**src/rtl/stopwatch_bcd.sv**
```systemverilog
// stopwatch_bcd: MM:SS.CC BCD stopwatch with start/stop, clear and lap freeze; define STOPWATCH_SATURATE_EN to hold at 59:59.99 instead of wrapping
module stopwatch_bcd #(
  parameter int CLK_HZ = 50_000_000,
  parameter int TICK_HZ = 100
) (
  input  logic        clk,
  input  logic        rst,
  input  logic        start_in,
  input  logic        clear_in,
  input  logic        lap_in,
  output logic [23:0] bcd_out,
  output logic        running_out,
  output logic        lap_out,
  output logic        wrap_out
);
  localparam int DIV = CLK_HZ / TICK_HZ;
  localparam int PW = DIV > 1 ? $clog2(DIV) : 1;
  localparam logic [23:0] MAXV = 24'h595999;
  if (DIV < 1) begin : g_div_check
    $error("stopwatch_bcd: CLK_HZ/TICK_HZ must be >= 1");
  end
  typedef enum logic [1:0] {IDLE, RUN, PAUSE} state_t;
  state_t state;
  logic [PW-1:0] psc;
  logic [23:0] count, snap, inc;
  logic [6:0] c;
  logic lap, wrap, tick;
  assign c[0] = 1'b1;
  for (genvar i = 0; i < 6; i++) begin : g_dig
    logic at_max;
    assign at_max = count[4*i+:4] == MAXV[4*i+:4];
    assign inc[4*i+:4] = c[i] ? (at_max ? 4'd0 : count[4*i+:4] + 4'd1) : count[4*i+:4];
    assign c[i+1] = c[i] & at_max;
  end
  assign tick = state == RUN && psc == PW'(DIV - 1);
  always_ff @(posedge clk) begin
    if (rst || clear_in) begin
      state <= IDLE;
      psc <= '0;
      count <= '0;
      snap <= '0;
      lap <= 1'b0;
      wrap <= 1'b0;
    end else begin
      wrap <= 1'b0;
      if (state == RUN) psc <= tick ? '0 : psc + 1'b1;
      if (tick) begin
`ifdef STOPWATCH_SATURATE_EN
        if (c[6]) state <= PAUSE;
        else count <= inc;
`else
        count <= inc;
        wrap <= c[6];
`endif
      end
      if (start_in) state <= state == RUN ? PAUSE : RUN;
      if (lap_in && state != IDLE) begin
        lap <= !lap;
        if (!lap) snap <= count;
      end
    end
  end
  assign bcd_out = lap ? snap : count;
  assign running_out = state == RUN;
  assign lap_out = lap;
  assign wrap_out = wrap;
endmodule

```
**config.mk**
```make
export PLATFORM = sky130hd
export DESIGN_NAME = stopwatch_bcd
export DESIGN_NICKNAME = d
export VERILOG_FILES = /design/src/rtl/stopwatch_bcd.sv
export SDC_FILE = /design/constraint.sdc
export NUM_CORES = 1
export LEC_CHECK = 0
export ABC_AREA = 1
export CAP_MARGIN = 5
export CORE_MARGIN = 2
export CORE_UTILIZATION = 50
export CTS_CLUSTER_DIAMETER = 40
export DETAILED_ROUTE_END_ITERATION = 12
export PLACE_DENSITY = 0.79
export SETUP_SLACK_MARGIN = 0.15
export SYNTH_ARGS = -nofsm -noshare
export SYNTH_HDL_FRONTEND = slang
export SYNTH_SLANG_ARGS = --single-unit
```
**constraint.sdc**
```tcl
create_clock -name clk -period 3.9 [get_ports clk]
set_input_delay 0.78 -clock clk [delete_from_list [all_inputs] [get_ports clk]]
set_output_delay 0.78 -clock clk [all_outputs]
set_load 0.02 [all_outputs]
```
==> results.py <==
metrics = {
    "floorplan": {
        "die-height_um": 87.9,
        "rows": 30,
        "ios": 32,
        "initial_core_util": 0.519,
        "fp.dieArea_um2": 7730,
        "design.core.area_um2": 6790,
        "die_w_um": 87.9,
    },
    "worst_setup_path": {
        "path_class": "flop to output pin",
        "required_ns": 3.12,
        "cp_max_fo": 40,
        "critPathLaunch": "lap_out",
        "worstSetupStartpointType": "flop",
        "end_kind": "output pin",
        "r2r_start": "psc[0]",
        "worstPathArrival_ns": 2.25,
    },
    "logic_synthesis": {
        "syn_nets": 542,
        "syn_avg_cell_area_um2": 6.57,
        "yosys-top-cells-area": "dfxtp_1 (40%), nor2_1 (12%), nand2_1 (12%), o21ai_0 (8.7%), inv_1 (5.9%)",
        "synth_edf_count": 0,
        "yosysSeqAreaShare": 0.403,
        "yosys_warnings": 0,
        "netlist_area_um2": 3520,
        "yosysTopAreaCell": "dfxtp_1",
        "ys_async_sr_fraction": 0,
        "synth-seq-cells": 71,
        "synth_most_common_cell": "nor2_1",
        "synth_cell_types": 34,
        "yosys.area.top_type_share": 0.403,
        "syn_inst": 536,
        "synth_ff_type": "dfxtp_1",
        "synth_commonest_cells": "nor2_1 (114), nand2_1 (110), dfxtp_1 (71)",
    },
    "layout": {
        "diodes": 0,
        "drive_gt1_frac": 0.0633,
        "fillers": 638,
        "layout.nets": 570,
        "area_delta_synth_final_pct": 17.8,
    },
    "route": {
        "drt-total-wl_um": 8060,
        "avgRoutedWirePerCell_um": 12.1,
        "drt_iter0_drc": 169,
        "antenna_left": 0,
        "num_vias": 3430,
        "drc": 0,
        "viasPerCell": 5.16,
        "dr.pass1.iters": 5,
    },
    "cts": {
        "insertion_delay_ns": 0.35,
        "cts_resized": 0,
        "cts_buffer_depth": 2,
        "cts_setup_buffers": 0,
        "clk_pin_slew_ns": 0.08,
        "cts_hold_buffers": 0,
        "cts_tree": "built",
        "cts-root-buf": "clkbuf_8",
        "ctsHtreeMaxLevel": 3,
        "cts.sink_count": 71,
        "numCtsBuffers": 9,
    },
    "timing": {
        "final-max-slew-violation-count": 0,
        "worst_pin_slew_ns": 0.744,
        "max_slew_margin": 0.502,
        "rsz0062_at_grt": "false",
        "max_freq_mhz": 330,
        "finalSetupViolations": 0,
        "fin_worst_skew_ns": 0.00593,
        "min_period_ns": 3.03,
        "period_share": 0.777,
        "whs_ns": 0.484,
        "hold_viol_final": 0,
        "finalSetupTns_ns": 0,
    },
    "min_path": {
        "hp-start": "count[14]",
        "hp-class": "flop to flop",
    },
    "global_routing": {
        "grt_most_used_layer": "met2",
        "antenna_found_initial": 0,
        "grt_pass1_wl_um": 13800,
        "use_met3": 0.0547,
        "met2_usage": 0.356,
        "grt-ovfl-total": 0,
        "grt_pass1_vias": 3197,
        "grt_max_degree": 43,
        "track_usage": 0.225,
        "globalRouteMet1Util": 0.298,
    },
    "placed_design": {
        "routabilityCongestion": 0.961,
        "io_buffers": 31,
        "dp_hpwl_um": 5480,
    },
    "pwr": {
        "p_leak_nw": 1.51,
        "ir_worst_vdd_mv": 0.216,
        "powerDensity_nw_per_um2": 368,
    },
    "flow_run": {
        "max-cap-violations": 0,
    },
    "outcome": {
        "outcome": "complete, no violations",
    },
}
registers in the layout, summed over array words and instances (netlist names):
register and count:
state 2, count 24, lap_out 1, snap 24
psc 19, wrap_out 1
metrics by stage:
stage / total power, mW / utilization / instances / instance area [um2] / worst slack, ns
floorplan: 0.786 / - / 536 / 3520 / 1.88
global placement: 0.801 / 0.573 / 649 / 3890 / 1.31
detailed placement: 0.802 / 0.573 / 649 / 3890 / 1.27
CTS: 1.54 / 0.611 / 665 / 4150 / 0.875
global route: 1.58 / 0.611 / 665 / 4150 / 0.738
finish: 1.53 / 0.611 / 665 / 4150 / 0.870
area by class of cell:
class | count | area (um2) | area share
flip-flops and latches | 71 | 1420 | 0.343
well taps | 96 | 120 | 0.0290
clock inverters | 5 | 104 | 0.0250
multi-input cells | 389 | 1800 | 0.433
clock buffers | 11 | 151 | 0.0365
repair buffers | 34 | 333 | 0.0802
inverters | 59 | 221 | 0.0534
per-layer routing:
layer,vias to the layer above,part of all wire
met4,0,0.010
met5,-,0
met3,7,0.047
met2,93,0.46
li1,1776,-
met1,1554,0.48
logic make-up (layout without fill, tap and decap cells):
logic type,Yosys count,after routing,share of synthesized area
AND/OR/NAND/NOR,297,297,0.366
AO/OA/AOI/OAI,85,85,0.125
buffers and inverters,76,109,0.0870
flip-flops,71,71,0.403
XOR/XNOR,5,5,0.0124
adder cells (fa/ha/maj),1,1,0.00355
multiplexers,1,1,0.00320
power by group:
part           total [mW]  switching, mW  internal (mW)  leakage (nW)
logic              0.0520         0.0350         0.0169         0.806
clock network       0.742          0.283          0.460         0.130
registers           0.734        0.00364          0.730         0.573
total                1.53          0.321           1.21          1.51
layout by cell type, fill, tap and decap left out, types with 2 or more instances in the layout:
cell	n
nor3b_1	4
nand2_1	110
a21oi_1	15
xor2_1	4
inv_1	55
o21ai_0	61
dfxtp_1	71
nand4_1	10
nand3b_1	2
nor2_1	113
nand3_1	33
nor2_2	5
o21ai_1	3
buf_4	3
nor3_1	11
o31ai_1	2
clkbuf_8	11
bufinv_16	3
nor2_4	4
inv_2	3
clkdlybuf4s50_1	31
worst paths after layout:
kind | end | slack, ns | depth (start not counted)
worst max-delay path | bcd_out[8] | 0.87 | 3
worst min-delay path | count[14] | 0.48 | 2
worst max register to register | psc[8] | 1.86 | 8
worst min register to register | count[14] | 0.48 | 2
worst max-delay path: stages, from the launching register on:
cell and delay [ns]:
dfxtp_1 0.51, buf_4 0.41, mux2_2 0.40, clkdlybuf4s50_1 0.56
(Power assumes the default switching activity.)
